## config.mk

```make
export PLATFORM = sky130hd
export DESIGN_NAME = lcd_sync_monitor
export DESIGN_NICKNAME = d
export VERILOG_FILES = /design/src/rtl/lcd_sync_monitor.sv
export SDC_FILE = /design/constraint.sdc
export NUM_CORES = 1
export LEC_CHECK = 0
export ABC_CLOCK_PERIOD_IN_PS = 3700
export BUFFER_PORTS_ARGS = -buffer_cell sky130_fd_sc_hd__buf_2
export CAP_MARGIN = 10
export CORE_MARGIN = 2
export CORE_UTILIZATION = 55
export CTS_BUF_LIST = sky130_fd_sc_hd__clkbuf_16
export CTS_CLUSTER_SIZE = 12
export DETAILED_ROUTE_END_ITERATION = 12
export HOLD_SLACK_MARGIN = 0.08
export PLACE_DENSITY = 0.92
export REMOVE_ABC_BUFFERS = 1
export SLEW_MARGIN = 15
export SYNTH_ARGS = -nofsm -noshare
export SYNTH_HDL_FRONTEND = slang
export SYNTH_SLANG_ARGS = --single-unit
export TNS_END_PERCENT = 30
```

## constraint.sdc

```tcl
create_clock -name clk12 -period 3.7 [get_ports clk12]
set_input_delay 0.185 -clock clk12 [delete_from_list [all_inputs] [get_ports clk12]]
set_output_delay 0.185 -clock clk12 [all_outputs]
set_load 0.01 [all_outputs]
```

## src/rtl/lcd_sync_monitor.sv

```systemverilog
// Receive-side timing checker for the LCD HSYNC/VSYNC/DISP/BGR interface on clk12.
// Define MON_FRAME_SIG_EN to add the frame_sig output (per-frame pixel signature).
module lcd_sync_monitor #(
    parameter int H_TOTAL     = 526,
    parameter int V_TOTAL     = 286,
    parameter int H_ACTIVE    = 480,
    parameter int V_ACTIVE    = 272,
    parameter int H_OFFSET    = 43,
    parameter int V_OFFSET    = 13,
    parameter int LOCK_FRAMES = 2,
    parameter int PROBE_X     = 0,
    parameter int PROBE_Y     = 0
) (
    input  logic        clk12,
    input  logic        reset,
    input  logic        HSYNC,
    input  logic        VSYNC,
    input  logic        DISP,
    input  logic [23:0] BGR,
    output logic        locked,
    output logic [8:0]  pix_x,
    output logic [8:0]  pix_y,
    output logic        pix_valid,
    output logic [23:0] probe_bgr,
    output logic        probe_stb,
    output logic        frame_stb,
    output logic        h_err,
    output logic        v_err,
    output logic [7:0]  err_count
`ifdef MON_FRAME_SIG_EN
    ,
    output logic [23:0] frame_sig
`endif
);

    localparam logic [9:0]         HT_C  = 10'(H_TOTAL);
    localparam logic [9:0]         HT1_C = 10'(H_TOTAL + 1);
    localparam logic [9:0]         VT_C  = 10'(V_TOTAL);
    localparam logic signed [10:0] HO_S  = 11'(H_OFFSET);
    localparam logic signed [10:0] VO_S  = 11'(V_OFFSET);
    localparam logic signed [10:0] HA_S  = 11'(H_ACTIVE);
    localparam logic signed [10:0] VA_S  = 11'(V_ACTIVE);
    localparam logic signed [10:0] PX_S  = 11'(PROBE_X);
    localparam logic signed [10:0] PY_S  = 11'(PROBE_Y);
    localparam logic [3:0]         LF_C  = 4'(LOCK_FRAMES);

    typedef enum logic [1:0] {SEARCH, TRAIN, LOCKED} state_t;

    function automatic logic [9:0] sat_inc10(input logic [9:0] v);
        return (v == 10'h3FF) ? v : v + 10'd1;
    endfunction

    function automatic logic [7:0] sat_inc8(input logic [7:0] v);
        return (v == 8'hFF) ? v : v + 8'd1;
    endfunction

    state_t             state;
    logic               hs_p0, vs_p0;
    logic [9:0]         hcnt, vcnt;
    logic [3:0]         good;
    logic               skip_h;
    logic               hit_p1;
    logic               hrise, vrise, h_bad, v_bad, act, hit;
    logic signed [10:0] x_s, y_s;

    assign hrise = HSYNC & ~hs_p0;
    assign vrise = VSYNC & ~vs_p0;
    assign x_s   = $signed({1'b0, hcnt}) - HO_S;
    assign y_s   = $signed({1'b0, vcnt}) - VO_S;
    assign act   = (state == LOCKED) && (x_s >= 11'sd0) && (x_s < HA_S)
                   && (y_s >= 11'sd0) && (y_s < VA_S);
    assign hit   = act && (x_s == PX_S) && (y_s == PY_S);
    // A line that runs one clock past nominal is already wrong; flag it without waiting for HSYNC.
    assign h_bad = hrise ? (hcnt != HT_C) : (hcnt == HT1_C);
    // The HSYNC rise coincident with VSYNC closes the old frame, so it joins the line tally here.
    assign v_bad = vrise && ((vcnt + {9'd0, hrise}) != VT_C);

    always_ff @(posedge clk12 or posedge reset) begin
        if (reset) begin
            state     <= SEARCH;
            hs_p0     <= 1'b0;
            vs_p0     <= 1'b0;
            hcnt      <= '0;
            vcnt      <= '0;
            good      <= '0;
            skip_h    <= 1'b0;
            hit_p1    <= 1'b0;
            locked    <= 1'b0;
            pix_x     <= '0;
            pix_y     <= '0;
            pix_valid <= 1'b0;
            probe_bgr <= '0;
            probe_stb <= 1'b0;
            frame_stb <= 1'b0;
            h_err     <= 1'b0;
            v_err     <= 1'b0;
            err_count <= '0;
        end else begin
            // p0: sync edge history and position counters
            hs_p0 <= HSYNC;
            vs_p0 <= VSYNC;
            hcnt  <= hrise ? 10'd1 : sat_inc10(hcnt);
            if (vrise)
                vcnt <= '0;
            else if (hrise)
                vcnt <= sat_inc10(vcnt);

            pix_valid <= act;
            pix_x     <= act ? x_s[8:0] : 9'd0;
            pix_y     <= act ? y_s[8:0] : 9'd0;
            if (hit)
                probe_bgr <= BGR;
            // p1: strobe trails the probe capture by one cycle
            hit_p1    <= hit;
            probe_stb <= hit_p1;
            frame_stb <= (state == LOCKED) && vrise;
            h_err     <= 1'b0;
            v_err     <= 1'b0;

            case (state)
                SEARCH: begin
                    if (vrise) begin
                        state  <= TRAIN;
                        good   <= '0;
                        skip_h <= 1'b1;
                    end
                end
                TRAIN: begin
                    if (hrise)
                        skip_h <= 1'b0;
                    if ((h_bad && !skip_h) || v_bad) begin
                        good <= '0;
                    end else if (vrise) begin
                        good <= good + 4'd1;
                        if (good + 4'd1 == LF_C) begin
                            state  <= LOCKED;
                            locked <= 1'b1;
                        end
                    end
                end
                LOCKED: begin
                    if (h_bad || v_bad || !DISP) begin
                        h_err     <= h_bad;
                        v_err     <= v_bad || !DISP;
                        err_count <= sat_inc8(err_count);
                        state     <= SEARCH;
                        locked    <= 1'b0;
                    end
                end
                default: state <= SEARCH;
            endcase
        end
    end

`ifdef MON_FRAME_SIG_EN
    logic [23:0] sig_acc;

    always_ff @(posedge clk12 or posedge reset) begin
        if (reset) begin
            sig_acc   <= '0;
            frame_sig <= '0;
        end else if (vrise) begin
            sig_acc <= '0;
            if (state == LOCKED)
                frame_sig <= sig_acc;
        end else if (act) begin
            sig_acc <= (sig_acc <<< 1) ^ BGR;
        end
    end
`endif

endmodule

```

==> flow_summary.toml, run 1 <==
[place]
place.gp.congestion = 0.847
io_buffer_count = 84
dp.final_hpwl_mm = 6.35
placed_area_mm2 = 0.00472

[routing]
avgRoutedWirePerCell_um = 18.8
drtAntennaViolNets = 0
vias = 3321
dr.pass1.iters = 5
drt-initial-drc-count = 289
vias_per_cell = 5.79
routed_wl_mm = 10.8
route.detailed.drc = 0

[timing]
hold_viol = 0
timing.fmax_mhz = 305
rsz0062_at_grt = "false"
finalCritPeriodShare = 0.886
slew_headroom = 0.404
tightest_slew_ns = 0.894
finalClockSkew_ns = 0.00762
setup_violations = 0
finalMaxSlewViolations = 0
tns_ns = 0
fin_crit_ns = 3.28

[synthesis]
synth_edf_count = 0
postSynthAreaPerCell_um2 = 11.4
synthArstFlopShare = 1.00
syn-cell-area_mm2 = 0.00430
synth-main-ff-cell = "dfrtp_1"
synth_warnings = 0
ys_types = 57
synthCells = 378
yosys_register_bits = 86
yosysSeqAreaShare = 0.500

[cts]
numClockSinks = 86
cts_max_level = 3
worstSkewPairLatency_ns = 0.34
clk_pin_slew_ns = 0.07
clockBufferDepth = 2
cts_tree = "done"
root_buffer = "clkbuf_16"
post_cts_buffers = 0
numCtsBuffers = 9

[power_and_ir_drop]
combPwrFrac = 0.116
intPower_mw = 1.63
p_seq_frac = 0.468
power_mw = 2.23
power.leakage_nw = 2.61
ir_drop_mv = 0.235
powerDensity_mw_per_mm2 = 430
p_switching_mw = 0.601
pwr-share-clk = 0.417
swShare = 0.270

[floorplan]
initial_utilization = 0.563
rows = 32
ioPinCount = 85
fp.dieW_um = 92.4
dieArea_mm2 = 0.00854
core_mm2 = 0.00765
die_h_um = 92.4

[critical_path]
crit_slowest_cell = "o2111ai_2"
slowest_delay_ns = 0.59
worst_setup_path_end_kind = "flop"
startpoint_type = "flop"
reg2reg_setup_slack_ns = 0.42
crit_required_ns = 3.92
path_cells = "inv_1 > ha_1 > and3b_4 > xor2_2 > nand4_2 > a211oi_2 > o2111ai_2 > a211oi_1"
crit_arrival_ns = 3.49
path_max_fanout = 19
critical_path_class = "flop to flop"

[finish]
final_util = 0.678
finalNetCount = 506
fin_area_mm2 = 0.00519
syn2layout_area_growth_pct = 20.6
diodes = 0
drive_above_1_share = 0.316

[global_routing]
grt_first_pass_wirelength_mm = 17.1
grt_max_degree = 52
grt_pass1_vias = 3305
overflow = 0
grtUsageTotal = 0.263
antenna_found_initial = 0

[job]
max_cap_viol_count = 0

[run_status]
status = "finished, final reports clean"

[worst_hold_path]
hold_class = "primary input to flop"
stage by stage:
stage | setup WS [ns] | std cells | hold slack [ns]
2_1_floorplan | 0.955 | 353 | 0.216
3_3_place_gp | 0.799 | 542 | 0.312
3_5_place_dp | 0.619 | 542 | 0.317
4_1_cts | 0.590 | 572 | 0.0818
5_1_grt | 0.308 | 574 | 0.0904
6_report | 0.423 | 574 | 0.0970
worst max-delay path, delay by kind of cell (launching register included):
| family | cells | cell delay (ns) |
|---|---|---|
| compound gates | 3 | 1.53 |
| flops | 1 | 0.53 |
| xor+xnor | 1 | 0.20 |
| simple gates | 2 | 0.54 |
| buf+inv | 1 | 0.09 |
| fa+ha+maj | 1 | 0.24 |
state kept, by name, summed over array words and instances (netlist names), 2 cells and up:
signal     flops
err_count      8
good           4
hcnt          10
pix_x          9
pix_y          9
probe_bgr     24
state          2
vcnt          10
layout by cell type (no fill, tap or decap), types with 9 or more instances in the layout:
cell,Yosys,layout
clkbuf_16,0,9
dfrtp_1,86,86
mux2_4,22,22
nor2_1,49,49
ha_1,10,10
xor2_1,20,20
nand2_1,20,20
inv_1,10,9
o21ai_0,10,10
xnor2_1,12,12
nand3_1,10,10
nor3_1,9,9
buf_2,11,84
dlygate4sd3_1,0,16
cells in the mapped netlist, types with 3 or more instances:
master    number  area, µm²
buf_6          5       56.3
clkbuf_1       6       22.5
mux2_2         4       45.0
nor4_2         3       37.5
o21a_1         3       22.5
nand2_1       20       75.1
a31oi_1        5       31.3
ha_1          10        125
nor4b_2        4       60.1
xor2_1        20        175
nor2_1        49        184
nand3_1       10       50.1
a211oi_1       5       37.5
a21oi_1        5       25.0
nor2b_1        4       25.0
buf_2         11       55.1
nor3b_1        5       37.5
and3_1         6       37.5
mux2_4        22        330
dfrtp_1       86       2150
nor3_1         9       45.0
o21ai_0       10       50.1
nand2b_1       6       37.5
or3_1          3       18.8
xnor2_1       12        105
and4_1         3       26.3
nand4_1        4       25.0
o211a_1        3       30.0
inv_1         10       37.5
logic make-up (layout without fill, tap and decap cells):
kind of cell / Yosys count / after routing / synth area share
and+or+nand+nor: 139 / 139 / 0.183
DFF: 86 / 86 / 0.500
AOI/OAI and AO/OA: 47 / 47 / 0.0820
buffers and inverters: 35 / 129 / 0.0445
xor gates and xnor gates: 33 / 33 / 0.0689
muxes: 28 / 28 / 0.0919
adders and majority gates: 10 / 10 / 0.0291
timing repair:
action,CTS,global route
gates resized for setup,0,0
endpoints found under the setup margin,0,0
hold endpoints to repair,63,2
hold buffers,14,2
final timing paths:
kind | startpoint | end | cells after the start
worst max-delay path | vcnt[0] | pix_x[5] | 8
worst min-delay path | BGR[18] | probe_bgr[18] | 2
worst max register to register | vcnt[0] | pix_x[5] | 8
worst min register to register | hit_p1 | probe_stb | 0
max in group asynchronous | reset | hcnt[5] | 4
min in group asynchronous | reset | probe_bgr[6] | 3
power by group through the flow:
| stage | clock [mW] | sequential [mW] | combinational [mW] |
|---|---|---|---|
| after floorplan | 0 | 1.05 | 0.154 |
| after global placement | 0 | 1.05 | 0.224 |
| after detailed placement | 0 | 1.05 | 0.236 |
| after CTS | 0.932 | 1.04 | 0.251 |
| after global routing | 0.977 | 1.05 | 0.283 |
| final | 0.928 | 1.04 | 0.258 |
final cells by class:
class / count / area [µm²]
Timing Repair Buffer: 103 / 603
Clock inverter: 7 / 81.3
Multi-Input combinational cell: 257 / 1960
Clock buffer: 9 / 225
Tap cell: 102 / 128
Fill cell: 473 / 2460
Inverter: 10 / 38.8
Sequential cell: 86 / 2150
metal layers:
metal | track usage | wire length [µm] | share of wire
met5 | 0 | 0 | 0
met4 | 0.121 | 435 | 0.040
met3 | 0.0724 | 744 | 0.069
met2 | 0.462 | 5560 | 0.51
met1 | 0.298 | 4060 | 0.38
Power figures use the tool's default switching activity.
==> run 2, diff against run 1 <==
- ABC_AREA: unset -> 1
- ABC_CLOCK_PERIOD_IN_PS: 3700 -> unset
==> run 2 against run 1 <==
- largest cell class unchanged
- non-clock buffer count fell by 1
- final area shrank 0.31%
- final cell count up 27%
- global-route usage grew 0.19 points
- combinational power is 48% higher
- highest routed layer unchanged
- sequential power grew 4%
==> flow_summary.toml, run 2 <==
[floorplan]
dieArea_mm2 = 0.00841
initial_utilization = 0.574
die_h_um = 91.7
rows = 31
ioPinCount = 85
fp.dieW_um = 91.7
core_mm2 = 0.00737

[timing]
finalMaxSlewViolations = 0
hold_viol = 0
rsz0062_at_grt = "false"
finalClockSkew_ns = 0.0175
tightest_slew_ns = 1.00
slew_headroom = 0.333
timing.fmax_mhz = 350
fin_crit_ns = 2.86
finalCritPeriodShare = 0.772
tns_ns = 0
setup_violations = 0

[synthesis]
synth_warnings = 0
synth.most_common_cell = "nand2_1"
muxShareOfSynthArea = 0
yosysSeqAreaShare = 0.508
synth_top_area_share = 0.508
yosys_register_bits = 86
synth_top_family_by_area = "simple AND/OR/NAND/NOR gates"
ys_types = 30
synth_xor_area_frac = 0.0266
ys_top_cells_by_area = "dfrtp_1 (51%), nand2_1 (14%), nand3_1 (7.3%)"
synth_edf_count = 0
synthCells = 522
synthArstFlopShare = 1.00
synth-main-ff-cell = "dfrtp_1"
synth_adder_area_share = 0.0296
synth_compound_area_frac = 0.0556
postSynthAreaPerCell_um2 = 8.11
yosys.area_share.simple = 0.309
syn-cell-area_mm2 = 0.00423
yosysTopAreaCell = "dfrtp_1"
ys_top_cells_by_count = "nand2_1 (158), dfrtp_1 (86), nand3_1 (62)"

[finish]
finalNetCount = 664
fillers = 506
syn2layout_area_growth_pct = 22.1
layout_common_cells = "nand2_1 (158), dfrtp_1 (86), buf_2 (84)"
drive_above_1_share = 0.184
largest_reg_flops = 24
top_regs = "probe_bgr x24, hcnt x10, vcnt x10"
diodes = 0
regMostFlops = "probe_bgr"
final_common_cell = "nand2_1"
final_util = 0.702
final_cells = 729

[cts]
worstSkewPairLatency_ns = 0.36
numCtsBuffers = 9
numClockSinks = 86
cts_resized = 0
clockBufferDepth = 2
cts_max_level = 3
root_buffer = "clkbuf_16"
cts_tree = "done"
clk_pin_slew_ns = 0.08

[global_routing]
grtUsageTotal = 0.265
antenna_found_initial = 0
grt_max_degree = 62
grt_pass1_vias = 3854
overflow = 0
grt_first_pass_wirelength_mm = 17.6

[routing]
avgRoutedWirePerCell_um = 14.5
vias_per_cell = 5.45
dr.pass1.iters = 5
vias = 3974
drtAntennaViolNets = 0
routed_wl_mm = 10.6
drt-initial-drc-count = 351
route.detailed.drc = 0

[worst_hold_path]
hold_class = "primary input to flop"

[critical_path]
startpoint_type = "flop"
reg2reg_setup_slack_ns = 0.84
cp_num_buf_inv = 2
crit_arrival_ns = 3.08
crit_slowest_cell = "nor2_4"
crit_family = "simple AND/OR/NAND/NOR gates"
worst_setup_path_end_kind = "flop"
path_max_fanout = 25
critical_path_class = "flop to flop"
path_cells = "inv_1 > ha_1 > inv_1 > nand3_1 > nand3_1 > nand2_1 > nand2_1 > nand3_1 > nor2_1 > nand3_1 > nor2_4 > nand2_4 > nand2_1 > nand2_1"
crit_required_ns = 3.93
slowest_delay_ns = 0.49

[place]
dp.final_hpwl_mm = 6.94
io_buffer_count = 84
place.gp.congestion = 0.939
dp.cells = 697

[power_and_ir_drop]
powerDensity_mw_per_mm2 = 457
power.leakage_nw = 2.77
ir_drop_mv = 0.286
power_mw = 2.36

[run_status]
status = "finished, final reports clean"

[job]
max_cap_viol_count = 0
## run 2: what timing repair did
item,CTS,global route
endpoints found under the hold margin,38,1
buffers inserted,0,0
hold buffers,15,1
## run 2: cell families after synthesis
| kind of cell | count (synthesis) |
|---|---|
| XOR/XNOR | 12 |
| AO/OA/AOI/OAI | 44 |
| AND/OR/NAND/NOR | 302 |
| adder cells (fa/ha/maj) | 10 |
| flip-flops | 86 |
| buffers and inverters | 68 |
## run 2: per-layer routing
layer,track usage,vias up,wire length (µm)
met5,0,-,0
met4,0.116,0,326
met3,0.0567,37,724
met2,0.457,197,5350
met1,0.321,1863,4200
li1,-,1877,-
## run 2: final timing paths
path / start / endpoint / cells past startpoint
setup / recovery: vcnt[0] / probe_bgr[20] / 14
hold / removal: BGR[0] / probe_bgr[0] / 3
setup reg to reg: vcnt[0] / probe_bgr[20] / 14
hold reg to reg: hit_p1 / probe_stb / 0
max in group asynchronous: reset / pix_y[5] / 4
min in group asynchronous: reset / probe_bgr[11] / 3
## run 2: cell type report
class | count | area (µm²) | area share
tap | 99 | 124 | 0.0240
inverter | 58 | 219 | 0.0424
timing repair buffer | 102 | 596 | 0.115
clock inverter | 7 | 71.3 | 0.0138
sequential | 86 | 2150 | 0.416
multi-input combinational | 368 | 1780 | 0.345
clock buffer | 9 | 225 | 0.0436
## run 2: through the flow
step | worst slack (ns) | hold WS (ns) | cell area (µm²)
6_report | 0.844 | 0.0890 | 5170
5_1_grt | 0.605 | 0.0822 | 5170
4_1_cts | 0.903 | 0.0801 | 5160
3_5_place_dp | 0.965 | 0.311 | 4710
3_3_place_gp | 1.07 | 0.308 | 4710
2_1_floorplan | 1.29 | 0.216 | 4150
## run 2: power breakdown
part	switching (mW)	internal [mW]
sequential	0.0801	1.00
combinational	0.240	0.141
clock	0.423	0.479
## run 2: worst min-delay path, delay by kind of cell
| family | cells | cell delay (ns) |
|---|---|---|
| buffers and inverters | 1 | 0.08 |
| and+or+nand+nor | 2 | 0.14 |
